<file path="config.mk">
export PLATFORM = sky130hd
export DESIGN_NAME = imm_gen_pipe
export DESIGN_NICKNAME = d
export VERILOG_FILES = /design/src/rtl/imm_pkg.sv /design/src/rtl/imm_decode_comb.sv /design/src/rtl/imm_gen_pipe.sv
export SDC_FILE = /design/constraint.sdc
export NUM_CORES = 1
export LEC_CHECK = 0
export BUFFER_PORTS_ARGS = -buffer_cell sky130_fd_sc_hd__buf_2
export CORE_ASPECT_RATIO = 0.75
export CORE_UTILIZATION = 55
export CTS_BUF_LIST = sky130_fd_sc_hd__clkbuf_8
export CTS_CLUSTER_SIZE = 28
export DETAILED_ROUTE_END_ITERATION = 10
export PLACE_DENSITY = 0.8
export SLEW_MARGIN = 20
export SYNTH_ARGS = -nofsm -noshare
export SYNTH_HDL_FRONTEND = slang
export SYNTH_HIERARCHICAL = 1
export SYNTH_SLANG_ARGS = --single-unit
</file>
<file path="constraint.sdc">
create_clock -name clk -period 2.35 [get_ports clk]
set_input_delay 0.3525 -clock clk [delete_from_list [all_inputs] [get_ports clk]]
set_output_delay 0.3525 -clock clk [all_outputs]
set_load 0.1 [all_outputs]
</file>
<file path="src/rtl/imm_pkg.sv">
// imm_pkg: shared types for the decode-stage immediate generator.
// Format codes, opcode constants and the buffered entry bundle.
package imm_pkg;

   typedef enum logic [2:0] {
      FMT_NONE  = 3'd0,
      FMT_I     = 3'd1,
      FMT_S     = 3'd2,
      FMT_B     = 3'd3,
      FMT_U     = 3'd4,
      FMT_J     = 3'd5,
      FMT_SHAMT = 3'd6,
      FMT_ZIMM  = 3'd7
   } imm_fmt_e;

   localparam logic [6:0] OPC_LOAD     = 7'b0000011;
   localparam logic [6:0] OPC_JALR     = 7'b1100111;
   localparam logic [6:0] OPC_OP_IMM   = 7'b0010011;
   localparam logic [6:0] OPC_OP_IMM32 = 7'b0011011;
   localparam logic [6:0] OPC_STORE    = 7'b0100011;
   localparam logic [6:0] OPC_BRANCH   = 7'b1100011;
   localparam logic [6:0] OPC_LUI      = 7'b0110111;
   localparam logic [6:0] OPC_AUIPC    = 7'b0010111;
   localparam logic [6:0] OPC_JAL      = 7'b1101111;
   localparam logic [6:0] OPC_SYSTEM   = 7'b1110011;

   // Entry fields are sized for the widest legal configuration
   // (RV64, 64-bit tag); narrower builds use the low bits.
   localparam int IMM_W_MAX = 64;
   localparam int TAG_W_MAX = 64;

   typedef struct packed {
      logic [IMM_W_MAX-1:0] imm;
      imm_fmt_e             fmt;
      logic                 illegal;
      logic [TAG_W_MAX-1:0] tag;
   } imm_entry_t;

endpackage

</file>
<file path="src/rtl/imm_decode_comb.sv">
// imm_decode_comb: pure combinational immediate extractor.
// Produces the extended immediate, its format and an illegal flag.
module imm_decode_comb
   import imm_pkg::*;
#(
   parameter int XLEN = 32
) (
   input  logic [31:0]      instr_i,
   output logic [XLEN-1:0]  imm_o,
   output imm_fmt_e         fmt_o,
   output logic             illegal_o
);

   logic [6:0]      opc;
   logic [2:0]      f3;
   logic            is_shift;
   logic            sh_wide;
   logic [5:0]      shamt;
   logic            sh_ok;
   logic [XLEN-1:0] imm_i;
   logic [XLEN-1:0] imm_s;
   logic [XLEN-1:0] imm_b;
   logic [XLEN-1:0] imm_u;
   logic [XLEN-1:0] imm_j;
   logic [XLEN-1:0] imm_z;
   logic [XLEN-1:0] imm_sh;

   assign opc = instr_i[6:0];
   assign f3  = instr_i[14:12];

   assign is_shift = (f3 == 3'b001) || (f3 == 3'b101);

   // Only RV64 OP-IMM has a 6-bit shamt; *W forms stay at 5.
   assign sh_wide = (XLEN == 64) && (opc == OPC_OP_IMM);

   assign shamt = sh_wide ? instr_i[25:20]
                          : {1'b0, instr_i[24:20]};

   // Everything above the shamt must be zero, except the
   // arithmetic-right-shift marker on funct3=101.
   assign sh_ok = sh_wide
      ? ((instr_i[31:26] == 6'b000000) ||
         ((f3 == 3'b101) && (instr_i[31:26] == 6'b010000)))
      : ((instr_i[31:25] == 7'b0000000) ||
         ((f3 == 3'b101) && (instr_i[31:25] == 7'b0100000)));

   assign imm_i  = XLEN'($signed(instr_i[31:20]));
   assign imm_s  = XLEN'($signed({instr_i[31:25],
                                  instr_i[11:7]}));
   assign imm_b  = XLEN'($signed({instr_i[31], instr_i[7],
                                  instr_i[30:25],
                                  instr_i[11:8], 1'b0}));
   assign imm_u  = XLEN'($signed({instr_i[31:12], 12'b0}));
   assign imm_j  = XLEN'($signed({instr_i[31],
                                  instr_i[19:12],
                                  instr_i[20],
                                  instr_i[30:21], 1'b0}));
   assign imm_z  = XLEN'(instr_i[19:15]);
   assign imm_sh = XLEN'(shamt);

   // Opcode-driven selection of immediate, format and legality.
   always_comb begin
      imm_o     = '0;
      fmt_o     = FMT_NONE;
      illegal_o = 1'b0;
      if (instr_i[1:0] != 2'b11) begin
         illegal_o = 1'b1;
      end else begin
         unique case (opc)
            OPC_LOAD, OPC_JALR: begin
               imm_o = imm_i;
               fmt_o = FMT_I;
            end
            OPC_OP_IMM: begin
               if (is_shift) begin
                  imm_o     = imm_sh;
                  fmt_o     = FMT_SHAMT;
                  illegal_o = !sh_ok;
               end else begin
                  imm_o = imm_i;
                  fmt_o = FMT_I;
               end
            end
            OPC_OP_IMM32: begin
               if (XLEN == 32) begin
                  illegal_o = 1'b1;
               end else if (is_shift) begin
                  imm_o     = imm_sh;
                  fmt_o     = FMT_SHAMT;
                  illegal_o = !sh_ok;
               end else if (f3 == 3'b000) begin
                  imm_o = imm_i;
                  fmt_o = FMT_I;
               end
            end
            OPC_STORE: begin
               imm_o = imm_s;
               fmt_o = FMT_S;
            end
            OPC_BRANCH: begin
               imm_o = imm_b;
               fmt_o = FMT_B;
            end
            OPC_LUI, OPC_AUIPC: begin
               imm_o = imm_u;
               fmt_o = FMT_U;
            end
            OPC_JAL: begin
               imm_o = imm_j;
               fmt_o = FMT_J;
            end
            OPC_SYSTEM: begin
               if (f3[2]) begin
                  imm_o = imm_z;
                  fmt_o = FMT_ZIMM;
               end
            end
            default: begin
               imm_o = '0;
            end
         endcase
      end
   end

endmodule

</file>
<file path="src/rtl/imm_gen_pipe.sv">
// imm_gen_pipe: registered immediate generator with a two-entry
// skid buffer behind valid/ready on both sides.
module imm_gen_pipe
   import imm_pkg::*;
#(
   parameter int XLEN  = 32,
   parameter int TAG_W = 32
) (
   input  logic             clk,
   input  logic             rst_n,
   input  logic             flush,
   input  logic             in_valid,
   output logic             in_ready,
   input  logic [31:0]      in_instr,
   input  logic [TAG_W-1:0] in_tag,
   output logic             out_valid,
   input  logic             out_ready,
   output logic [XLEN-1:0]  out_imm,
   output logic [2:0]       out_fmt,
   output logic             out_illegal,
   output logic [TAG_W-1:0] out_tag
);

   typedef enum logic [1:0] {
      ST_EMPTY = 2'd0,
      ST_ONE   = 2'd1,
      ST_FULL  = 2'd2
   } state_e;

   state_e          state_q;
   imm_entry_t      main_q;
   imm_entry_t      skid_q;
   imm_entry_t      dec_entry;
   logic            in_ready_q;
   logic            out_valid_q;
   logic [XLEN-1:0] dec_imm;
   imm_fmt_e        dec_fmt;
   logic            dec_ill;

   imm_decode_comb #(
      .XLEN (XLEN)
   ) u_dec (
      .instr_i   (in_instr),
      .imm_o     (dec_imm),
      .fmt_o     (dec_fmt),
      .illegal_o (dec_ill)
   );

   // Bundle the decoded fields with the sideband tag.
   always_comb begin
      dec_entry         = '0;
      dec_entry.imm     = IMM_W_MAX'(dec_imm);
      dec_entry.fmt     = dec_fmt;
      dec_entry.illegal = dec_ill;
      dec_entry.tag     = TAG_W_MAX'(in_tag);
   end

   // Handshake FSM; in_ready and out_valid are registered so
   // out_ready never reaches in_ready combinationally.
   always_ff @(posedge clk or negedge rst_n) begin
      if (!rst_n) begin
         state_q     <= ST_EMPTY;
         main_q      <= '0;
         skid_q      <= '0;
         in_ready_q  <= 1'b1;
         out_valid_q <= 1'b0;
      end else if (flush) begin
         state_q     <= ST_EMPTY;
         in_ready_q  <= 1'b1;
         out_valid_q <= 1'b0;
      end else begin
         unique case (state_q)
            ST_EMPTY: begin
               if (in_valid) begin
                  main_q      <= dec_entry;
                  state_q     <= ST_ONE;
                  out_valid_q <= 1'b1;
               end
            end
            ST_ONE: begin
               if (in_valid && !out_ready) begin
                  skid_q     <= dec_entry;
                  state_q    <= ST_FULL;
                  in_ready_q <= 1'b0;
               end else if (in_valid) begin
                  main_q <= dec_entry;
               end else if (out_ready) begin
                  state_q     <= ST_EMPTY;
                  out_valid_q <= 1'b0;
               end
            end
            ST_FULL: begin
               if (out_ready) begin
                  main_q     <= skid_q;
                  state_q    <= ST_ONE;
                  in_ready_q <= 1'b1;
               end
            end
            default: begin
               state_q     <= ST_EMPTY;
               in_ready_q  <= 1'b1;
               out_valid_q <= 1'b0;
            end
         endcase
      end
   end

   assign in_ready    = in_ready_q;
   assign out_valid   = out_valid_q;
   assign out_imm     = main_q.imm[XLEN-1:0];
   assign out_fmt     = main_q.fmt;
   assign out_illegal = main_q.illegal;
   assign out_tag     = main_q.tag[TAG_W-1:0];

endmodule

</file>
-- After elaboration in Yosys (flattened, before gate mapping)
Cells that the tools add are included.
- register bits after elaboration: 204
- bits of input ports: 69
- word-level logic and storage cells: 88
- equal/unequal tests: 28
- muxes and demuxes: 32
- bitwise operators: 1
- reductions and logical operators: 16
- operator list (cell ; number):
    $mux W132 ; 3
    $pmux W132 S3 ; 1
    $pmux W32 S7 ; 1
    $mux W32 ; 2
    $eq A7 B7 Y1 const B ; 4
    $eq A7 B5 Y1 const B ; 3
    $eq A7 B6 Y1 const B ; 3
    $pmux W3 S7 ; 1
    $ne A3 B3 Y1 const B ; 6
    $mux W2 ; 6
    $mux W1 ; 10
    $ne A2 B2 Y1 const B ; 5
    $mux W3 ; 3
    $ne A4 B4 Y1 const B ; 2
    $reduce_and A4 Y1 ; 2
    $eq A7 B2 Y1 const B ; 1
    $logic_not A7 Y1 ; 1
    $pmux W1 S3 ; 2
    $pmux W2 S3 ; 1
    $reduce_and A3 Y1 ; 2
    $mux W5 ; 1
    $reduce_and A5 Y1 ; 1
    $reduce_or A2 Y1 ; 2
    $eq A3 B1 Y1 const B ; 1
    other kinds (10) ; 13

-- Logic depth before layout (Yosys ltp)
Gate-level depths: netlist of run 1.
- depth after elaboration: 10
- depth in mapped cells: 9
- gate-level depth less buffers: 6

-- Hierarchy
Netlist of run 1, hierarchy kept.
- modules (own cells, without submodules) (module ; times used ; cells each ; area an instance (um^2) ; seq. area each (um^2)):
    imm_gen_pipe ; 1 ; 390 ; 6110.9 ; 3504.6
    imm_decode_comb ; 1 ; 92 ; 614.3 ; 0.0

-- Worst setup path after synthesis of run 1
No wires, ideal clock.
- path type: input -> register
- start point: input in_instr[2]
- end point: register main_q (netlist bit out_imm[21])
- library setup time: 0.125 ns
- arrival: 1.987 ns
- required time: 2.225 ns
- slack: 0.238 ns
- stages on the path: 9
- cell sequence: buf_2 -> nor2_1 -> and4b_4 -> buf_6 -> o31a_1 -> buf_6 -> a21o_1 -> mux2_2 -> mux2_2
- cells in the longest elaborated chain, start to end: 7
- elaborated cells between the ends (all ways): 16
- those cells by class: eq/ne: 9; mux: 5; reduce/logical: 2
- ends and longest elaborated chain (what ; line ; source):
    from (decl) ; imm_gen_pipe.sv:14 ; input logic [31:0] in_instr,
    $eq A7 B6 Y1 (tied with other cells) ; imm_decode_comb.sv:69 ; unique case (opc)
    $reduce_or A2 Y1 ; imm_decode_comb.sv:69 ;
    $pmux W32 S7 (*) ; imm_decode_comb.sv:69 ;
    $mux W32 (*) ; imm_decode_comb.sv:66 ; if (instr_i[1:0] != 2'b11) begin
    named net dec_imm[21] ; imm_gen_pipe.sv:36 ; logic [XLEN-1:0] dec_imm;
    $mux W132 (*) ; imm_gen_pipe.sv:74, imm_gen_pipe.sv:85 ;
    $mux W132 ; imm_gen_pipe.sv:81 ; if (in_valid && !out_ready) begin
    $pmux W132 S3 (*) ; imm_gen_pipe.sv:72 ; unique case (state_q)
    to (signal assigned) ; imm_gen_pipe.sv:75 ; main_q <= dec_entry;
    to (signal assigned) ; imm_gen_pipe.sv:86 ; main_q <= dec_entry;
    to (signal assigned) ; imm_gen_pipe.sv:94 ; main_q <= skid_q;
    to (decl) ; imm_gen_pipe.sv:31 ; imm_entry_t main_q;
Mark *: on every way through the listed nets, which the timed path passes. The rest lies on a longest branch. The select of a mux whose other input is x is not followed.
A chain may end at the register's enable or synchronous reset.

-- Worst setup path in the final report of run 1
- start point: register state_q[0]
- end point: register main_q (netlist bit out_imm[13])
- cells in the longest elaborated chain, start to end: 3
- elaborated cells between the ends (all ways): 8
- those cells by class: eq/ne: 4; mux: 1; reduce/logical: 3
- ends and longest elaborated chain (what ; line ; source):
    from (decl) ; imm_gen_pipe.sv:30 ; state_e state_q;
    from (signal assigned) ; imm_gen_pipe.sv:62 ; state_q <= ST_EMPTY;
    from (signal assigned) ; imm_gen_pipe.sv:68 ; state_q <= ST_EMPTY;
    from (signal assigned) ; imm_gen_pipe.sv:76 ; state_q <= ST_ONE;
    $eq A2 B1 Y1 (tied with other cells) ; imm_gen_pipe.sv:72 ;
    $ne A2 B2 Y1 (no source line) / $reduce_bool A3 Y1 (equally long branches) ; -- ;
    $reduce_and A4 Y1 (no source line) ; -- ;
Parallel ways exist; a longest one is shown, timed or not.

==> run metrics, run 1 <==
Vias/cell 5.56; top area cells in the synthesized netlist dfrtp_1 52%, mux2_2 34%, a21o_1 2.0%; core area 11,700 sq um; clk_lat worst skew 0.43 ns; CP Cell Sequence nand2b_4 > buf_12 > mux2_2 > mux2_1; CP Data Required Time between 2 and 3 ns; antenna violations before repair 0; Inserted Clock Buffers 17; cell accounting for the most synthesized area dfrtp_1; Post-CTS Repair Setup Buffers 0; instance count after placement with tap cells included around 760; post-synthesis cell type count 47; total global routing track utilization 0.247; Worst EP arrival 2.27 ns; highest achievable clock rate 0.510 GHz; first-pass GRT wire length roughly 24,000 um; Routed Wire Length 14,600 um; average size of a mapped cell 14.0 sq um; diode insertion count for antenna repair 0; clock tree root buffer cell clkbuf_8; crit end category flip-flop; Final Wtd Congestion approximately 0.94; deepest level of the CTS H-tree 4; routed wl met2 6850 um; number of rows created at floorplan 34; worst slack on hold paths 0.162 ns; maximum number of buffers from clock root to sink 2; proportion of synthesized flip-flops having asynchronous set or reset 1.00; Cell Area, Synth 6730 sq um; launching element type of the critical path flip-flop; area fraction of the dominant cell type after synthesis 0.517; min setup slack post-route 0.389 ns; Die Outline Area ~13,000 sq um; FF+latch area 3500 sq um; post-detailed-route DRC marker count 0; class of the most critical setup path reg -> reg; Slew HR 0.306; max-slew violation count 0; number of flip-flops and latches in the synthesized netlist 140; total global routing overflow 0; number of nets still failing antenna checks after routing 0; clock transition time at the flip-flop clock pins of the worst setup and hold paths 0.08 ns; Syn Nets 551; pin count of the biggest net entering global routing 64; detailed-router iteration count before antenna repair 5; Worst VDD drop a little over 0.8 mV; number of clock sinks 140; type of the worst min-delay path in -> reg; Slowest-stage cell, CP dfrtp_1; time the final worst path needs with I/O delays and setup about 2.0 ns; Yosys Warn Count 6; overall via count from detail_route around 4,400; count of port buffers added during placement between 100 and 150; power per cell area a little under 900 nW/um^2; most frequently used flop master after synthesis dfrtp_1; outcome finished, final reports clean; CP max FO 32; instance count of the mapped netlist 482; final setup violation count 0; final clock period utilization by the worst path 0.835; wl on met1 between 6000 and 7000 um; max cap viols 0; leakage power 0.00409 uW; via count of the first global-routing pass 4,611; final design instance area without fill 8060 sq um; I/O pin total about 140; number of flops mapped to enable cells by yosys 0; CP peak stage delay 0.51 ns; share of synthesized area occupied by flip-flops and latches 0.521; DR iter-0 viols 231; TritonCTS clock tree built; horizontal die dimension 130 um; number of nets in the finished design between 600 and 700; worst slew pin tran slightly above 1 ns; setup repair after global routing missed its margin no; Final Hold Vio Count 0; filler instances around 870; register-to-register path setup slack 0.39 ns; Detailed Place HPWL slightly above 10,000 um; initial core utilization 0.573; worst clock skew on the final layout 0.0103 ns; highest metal layer used by the detailed router met4; count of non-filler cells in the finished layout around 790; met3 layer wire length in the routed design approximately 960 um; Setup Slack @ Placement 0.100 ns; setup tns final 0 ns; vertical die dimension 97.8 um; placement-stage cell area about 7600 sq um; share of post-route cells with drive strength above 1 0.626; multi-input gate area in the final layout 3040 sq um; area delta synth->final 19.8%; Wirelength per Cell around 18 um
==> layout make-up <==
class | instances | area share
Clock inverter | 14 | 0.0272
Timing Repair Buffer | 148 | 0.104
Tap cell | 162 | 0.0252
Multi-Input combinational cell | 306 | 0.377
Clock buffer | 17 | 0.0290
Inverter | 6 | 0.00280
Sequential cell | 140 | 0.435
==> path summary, 6_finish.rpt <==
| check | start | to | cells past startpoint |
|---|---|---|---|
| setup / recovery | state_q[0] | out_imm[13] | 4 |
| max in group asynchronous | rst_n | skid_q[88] | 3 |
| setup reg to reg | state_q[0] | out_imm[13] | 4 |
| min in group asynchronous | rst_n | skid_q[76] | 2 |
| hold / removal | in_tag[13] | skid_q[13] | 2 |
| hold reg to reg | out_imm[13] | out_imm[13] | 1 |
==> through the flow <==
step | util | power, uW
floorplan | - | 4500
global placement | 0.647 | 4870
detailed placement | 0.647 | 4940
CTS | 0.686 | 7130
global route | 0.686 | 7340
finish | 0.686 | 7060
==> synth_stat cells (3+ instances only) <==
cell        n
a21o_1     18
a21oi_1     5
a22oi_1     4
buf_2      15
buf_4       5
buf_6       4
clkbuf_1    5
dfrtp_1   139
inv_1       6
mux2_2    204
nand2_1     5
nand2b_1    7
nand3b_1    3
nor2_1      5
nor2b_1     7
nor3_1      5
o21ai_0     7
==> critical path, delay by kind of cell, from the launching register on <==
kind                   cells  cell delay, ns
DFF                        1            0.51
muxes                      2            0.65
buffers and inverters      1            0.26
and+or+nand+nor            1            0.40
==> sequential cells by signal (all words and copies together), names as in the netlist <==
register	cells
skid_q	68
in_ready	1
out_valid	1
out_fmt	3
state_q	2
out_illegal	1
out_imm	32
out_tag	32
==> per-layer routing <==
layer / global-route usage / up-vias
met5: 0 / -
met4: 0.0519 / 0
met1: 0.343 / 2246
met3: 0.0685 / 9
met2: 0.390 / 130
li1: - / 2021
==> power by group <==
group | internal, uW | switching [uW] | leakage [uW]
combinational | 512 | 1450 | 0.00206
clock | 1260 | 922 | 0.000222
sequential | 2740 | 169 | 0.00181
==> logic make-up (layout without fill, tap and decap cells) <==
family	count (synthesis)	in the layout	share of synthesized area
mux	206	206	0.345
flops	140	140	0.521
compound gates	49	49	0.0536
simple gates	49	49	0.0476
buf+inv	36	185	0.0303
xor+xnor	2	2	0.00261
==> placed cells by master, fill, tap and decap left out, types with 2 or more instances in the layout <==
| cell | netlist | routed |
|---|---|---|
| nor3_1 | 5 | 5 |
| a21o_1 | 18 | 18 |
| a21oi_1 | 5 | 5 |
| buf_4 | 5 | 4 |
| a22oi_1 | 4 | 4 |
| clkinvlp_4 | 0 | 2 |
| nand2b_1 | 7 | 6 |
| clkinv_4 | 0 | 3 |
| nor3_2 | 2 | 2 |
| dfrtp_1 | 139 | 139 |
| nand3_1 | 2 | 2 |
| inv_6 | 0 | 2 |
| and3_1 | 2 | 2 |
| o21ai_0 | 7 | 7 |
| nand2_1 | 5 | 5 |
| clkbuf_8 | 0 | 17 |
| inv_1 | 6 | 6 |
| buf_12 | 0 | 5 |
| bufinv_16 | 0 | 5 |
| nand3b_1 | 3 | 3 |
| xor2_1 | 2 | 2 |
| nor4_1 | 2 | 2 |
| mux2_2 | 204 | 204 |
| clkinv_2 | 0 | 2 |
| o21bai_1 | 2 | 2 |
| nor2b_1 | 7 | 7 |
| nor2_1 | 5 | 5 |
| a31oi_1 | 2 | 2 |
| o31a_1 | 2 | 2 |
| buf_2 | 15 | 137 |
==> timing repair <==
item                                   in CTS  in global routing
hold buffers                                1                  0
resized for setup                           0                  0
endpoints found under the hold margin      45                  0
Note: power is estimated with default switching activity, not from simulation.
==> run 2, diff against run 1 <==
==> constraint.sdc (replaced) <==
create_clock -name clk -period 2 [get_ports clk]
set_input_delay 0.3 -clock clk [delete_from_list [all_inputs] [get_ports clk]]
set_output_delay 0.3 -clock clk [all_outputs]
set_load 0.1 [all_outputs]
==> run 2 against run 1 <==
  * Critical path depth unchanged
  * Final area rose by 3.1%
  * Sequential power up 18%
  * Routed wire length up 2.2%
  * Clock skew increased by 0.0054 ns
  * Critical endpoint is now skid_q[31]
  * Largest cell class unchanged
==> run metrics, run 2 (synthesis gave the netlist of run 1 again) <==
clk_lat worst skew 0.44 ns; worst clock skew on the final layout approximately 0.016 ns; pin count of the biggest net entering global routing 65; leakage power 0.00424 uW; max cap viols 0; Worst EP arrival between 2 and 2.5 ns; Most flops, register skid_q; vertical die dimension 97.8 um; Slew HR 0.511; launching element type of the critical path flip-flop; TritonCTS clock tree built; Setup Slack @ Placement -0.230 ns; horizontal die dimension between 100 and 150 um; Hold Crit Endpoint skid_q[21]; maximum number of buffers from clock root to sink 2; class of the most critical setup path reg -> reg; Worst VDD drop 0.835 mV; count of non-filler cells in the finished layout 820; DR iter-0 viols 181; setup tns final 0 ns; Final Wtd Congestion 0.953; Die Outline Area 12,700 sq um; clock transition time at the flip-flop clock pins of the worst setup and hold paths 0.08 ns; CP Data Required Time 2.32 ns; most common cell after layout, fill and taps aside mux2_2; CP max FO 24; Inserted Clock Buffers 17; worst slew pin tran a little over 0.7 ns; worst slack on hold paths around 0.11 ns; min setup slack post-route 0.138 ns; crit end category flip-flop; CP peak stage delay 0.42 ns; area delta synth->final 23.4%; power per cell area 1000 nW/um^2; Vias/cell around 5.5; core area 11,700 sq um; Slowest-stage cell, CP dfrtp_1; Detailed Place HPWL 10,900 um; total global routing overflow 0; post-detailed-route DRC marker count 0; instance count after placement with tap cells included 788; Post-CTS Repair Setup Buffers 0; cell family with most CP delay simple AND/OR/NAND/NOR gates; outcome finished, final reports clean; share of post-route cells with drive strength above 1 0.641; final clock period utilization by the worst path 0.931; end of the worst register-to-register path skid_q[31]; setup repair after global routing missed its margin no; detailed-router iteration count before antenna repair 5; initial core utilization 0.573; via count of the first global-routing pass 4,718; Final Hold Vio Count 0; Worst Reg2Reg Path Length in Cells 4; critical path buffer and inverter count 1; overall via count from detail_route 4,512; highest achievable clock rate 0.537 GHz; first-pass GRT wire length 24,500 um; max-slew violation count 0; most frequent cells in the layout 204 x mux2_2, 139 x dfrtp_1, 137 x buf_2; register-to-register path setup slack 0.14 ns; critical register-to-register path startpoint state_q[1]; time the final worst path needs with I/O delays and setup 1.86 ns; number of clock sinks 140; cts-stage hold buffer count 1; clock tree root buffer cell clkbuf_8; total global routing track utilization 0.252; number of rows created at floorplan 34; CP Cell Sequence nand2b_1 > nor4b_4 > buf_4 > mux2_2; deepest level of the CTS H-tree 4; Wirelength per Cell roughly 18 um; count of port buffers added during placement 138; final setup violation count 0; number of nets still failing antenna checks after routing 0; antenna violations before repair 0; hold-critical path depth 2; flip-flop count of the largest register after layout 68; number of nets in the finished design slightly above 700; diode insertion count for antenna repair 0; Hold Startpoint in_tag[21]; Routed Wire Length 15,000 um; post-layout utilization of the core 0.707; type of the worst min-delay path in -> reg; Resized cells post-CTS 0; I/O pin total 139
[run 2: worst max-delay path by stage]
stage	slack (ns)	cells past startpoint	end	start
3_3_place_gp	-0.23	7	out_imm[28]	in_instr[6]
2_1_floorplan	0.02	7	out_imm[13]	in_instr[13]
6_report	0.14	4	skid_q[31]	state_q[1]
3_5_place_dp	-0.23	7	out_imm[30]	in_instr[6]
5_1_grt	0.03	4	skid_q[0]	state_q[1]
4_1_cts	0.14	4	skid_q[31]	state_q[1]
[run 2: layout make-up]
type                            instances  area (sq um)
Clock buffer                           18           248
Clock inverter                         13           200
Fill cell                             849          3440
Inverter                                6          22.5
Multi-Input combinational cell        306          3050
Sequential cell                       140          3500
Tap cell                              162           203
Timing Repair Buffer                  175          1080
[run 2: power by group]
part	switching (uW)	internal, uW
Sequential	197	3220
Clock	1060	1500
Combinational	1720	632
[run 2: through the flow]
stage	cell area, sq um	total power [uW]
6_report	8300	8340
3_3_place_gp	7830	5770
4_1_cts	8300	8410
5_1_grt	8300	8660
2_1_floorplan	6730	5290
3_5_place_dp	7840	5840
[run 2: routing by layer]
layer / vias to the layer above / global-route usage / routed length, um
met3: 14 / 0.0630 / 827
met2: 115 / 0.403 / 7160
met5: - / 0 / 0
met4: 0 / 0.0716 / 133
li1: 2089 / - / -
met1: 2294 / 0.343 / 6830
==> run 3, diff against run 2 <==
--- a/config.mk
+++ b/config.mk
@@ -5,13 +5,14 @@
 export SDC_FILE = /design/constraint.sdc
 export NUM_CORES = 1
 export LEC_CHECK = 0
+export ABC_AREA = 1
 export BUFFER_PORTS_ARGS = -buffer_cell sky130_fd_sc_hd__buf_2
 export CORE_ASPECT_RATIO = 0.75
 export CORE_UTILIZATION = 55
 export CTS_BUF_LIST = sky130_fd_sc_hd__clkbuf_8
 export CTS_CLUSTER_SIZE = 28
 export DETAILED_ROUTE_END_ITERATION = 10
-export PLACE_DENSITY = 0.8
+export PLACE_DENSITY = 0.79
 export SLEW_MARGIN = 20
 export SYNTH_ARGS = -nofsm -noshare
 export SYNTH_HDL_FRONTEND = slang
==> run 3 against run 2 <==
  * Worst hold slack about the same
  * Clock skew shrank 0.0016 ns
  * Count of clock-buffer cells in the layout is the same
  * Clock power down 7%
  * Combinational power rose by 26%
  * Synthesized area grew 16%
  * Fmax increased by 9.3%
  * Worst setup slack improved by 0.16 ns
  * Critical path depth is 3 lower
  * Highest routed layer unchanged
==> run metrics, run 3 <==
TritonCTS clock tree built; worst slew pin tran 0.612 ns; CP Cell Sequence buf_2; most common cell after layout, fill and taps aside nand2_1; clock tree root buffer cell clkbuf_8; deepest level of the CTS H-tree 4; library cell with the highest instance count after synthesis nand2_1; max-slew violation count 0; number of nets still failing antenna checks after routing 0; switching power 3740 uW; number of rows created at floorplan 37; setup tns final 0 ns; total global routing overflow 0; Yosys Warn Count 6; Vias/cell between 5 and 6; placement-stage cell area 8630 sq um; cell accounting for the most synthesized area dfrtp_1; post-synthesis cell type count 24; crit end category output port; maximum number of buffers from clock root to sink 2; flip-flop count of the largest register after layout 68; Resized cells post-CTS 0; CP max FO 2; count of port buffers added during placement approximately 140; diode insertion count for antenna repair 0; instance count after placement with tap cells included between 1,000 and 1,500; antenna violations before repair 0; most frequently used flop master after synthesis dfrtp_1; Worst EP arrival roughly 1.4 ns; Slowest-stage cell, CP dfstp_2; Worst VDD drop 0.812 mV; outcome finished, final reports clean; area delta synth->final 16.4%; horizontal die dimension 139 um; internal power component 5400 uW; Slew HR 0.592; DR iter-0 viols 668; Die Outline Area 14,600 sq um; CP peak stage delay roughly 0.54 ns; Inserted Clock Buffers 17; instance count of the mapped netlist around 1,100; first-pass GRT wire length 31,600 um; most frequent cells in the layout 350 x nand2_1, 155 x nand3_1, 139 x dfrtp_1; Cell Area, Synth 7780 sq um; number of flops mapped to enable cells by yosys 0; cts-stage hold buffer count 1; switching part of the total power 0.409; detailed-router iteration count before antenna repair 5; share of synthesized area occupied by flip-flops and latches 0.450; clk_lat worst skew around 0.44 ns; launching element type of the critical path flip-flop; final design instance area without fill 9060 sq um; worst clock skew on the final layout 0.0141 ns; core area 13,700 sq um; top area cells in the synthesized netlist dfrtp_1 45%, nand2_1 17%, nand3_1 10%; clock transition time at the flip-flop clock pins of the worst setup and hold paths 0.08 ns; Post-synth top cells 351 x nand2_1, 155 x nand3_1, 139 x dfrtp_1; class of the most critical setup path reg -> out; highest achievable clock rate about 0.6 GHz; type of the worst min-delay path in -> reg; vertical die dimension between 100 and 150 um; Final Hold Vio Count 0; proportion of synthesized flip-flops having asynchronous set or reset 1.00; count of non-filler cells in the finished layout 1,400; Post-CTS Repair Setup Buffers 0; number of nets in the finished design about 1,300; total global routing track utilization 0.270; initial core utilization 0.566; Hold Startpoint in_tag[20]; Routed Wire Length 18,900 um; share of post-route cells with drive strength above 1 0.204; CP Data Required Time 1.70 ns; number of clock sinks 140; via count of the first global-routing pass ~6,400; cell family with most CP delay flip-flops; final setup violation count 0; overall via count from detail_route 7,295; part of the total power dissipated in sequential elements 0.413; time the final worst path needs with I/O delays and setup 1.70 ns; leakage power roughly 0.0052 uW; pin count of the biggest net entering global routing 74; Detailed Place HPWL 13,000 um; critical path buffer and inverter count 1; I/O pin total approximately 140; Wirelength per Cell 13.5 um; post-detailed-route DRC marker count 0; critical register-to-register path startpoint state_q[0]; power per cell area 1010 nW/um^2; clock power share 0.260; setup repair after global routing missed its margin no; max cap viols 0; Syn Nets approximately 1,200; Final Wtd Congestion 0.985; number of flip-flops and latches in the synthesized netlist 140; combinational share of power 0.327; Most flops, register skid_q; average size of a mapped cell 7.12 sq um; area fraction of the dominant cell type after synthesis 0.447; CP startpoint in_ready; final clock period utilization by the worst path 0.851
-- run 3: final cells by class --
class | instances | area [sq um]
clock buffer | 18 | 248
clock inverter | 14 | 168
fill | 1244 | 4690
inverter | 121 | 454
multi-input combinational | 763 | 3440
sequential | 140 | 3500
tap | 175 | 219
timing repair buffer | 169 | 1020
-- run 3: worst paths after layout --
kind,end,slack (ns),cells past startpoint
min,skid_q[20],0.11,3
min in group asynchronous,out_tag[9],0.31,2
max reg2reg,out_imm[12],0.31,8
max in group asynchronous,skid_q[84],1.00,3
max,in_ready,0.30,1
min reg2reg,out_tag[2],0.47,2
-- run 3: metal layers --
metal,global-route usage,vias up,wire (um)
met2,0.392,252,8090
met4,0.0651,0,163
met3,0.0545,14,1220
met1,0.411,3356,9460
met5,0,-,0
li1,-,3673,-
-- run 3: cells by family after synthesis --
family / synth area share
AND/OR/NAND/NOR: 0.335
flip-flops: 0.450
buffers and inverters: 0.110
AO/OA/AOI/OAI: 0.105
-- run 3: power by group through the flow --
stage	registers, uW	clock network (uW)	logic (uW)
after detailed placement	3830	0	2990
after floorplan	5180	0	980
after global placement	3800	0	2940
after CTS	3770	2430	3000
after global routing	3850	2560	3200
final	3780	2370	2980
-- run 3: through the flow --
stage                     setup slack, ns  utilization  hold slack, ns  total power [uW]
after floorplan                     0.520            -         0.00441              6160
final                               0.297        0.659           0.108              9140
after global routing                0.184        0.659          0.0924              9610
after detailed placement            0.154        0.628           0.211              6810
after global placement              0.224        0.628           0.210              6740
after CTS                           0.277        0.659          0.0891              9200
-- run 3: worst reg2reg max path, delay by kind of cell (launching register included) --
kind / cells / cell delay, ns
AND/OR/NAND/NOR: 5 / 0.63
buffers and inverters: 3 / 0.54
flip-flops: 1 / 0.47
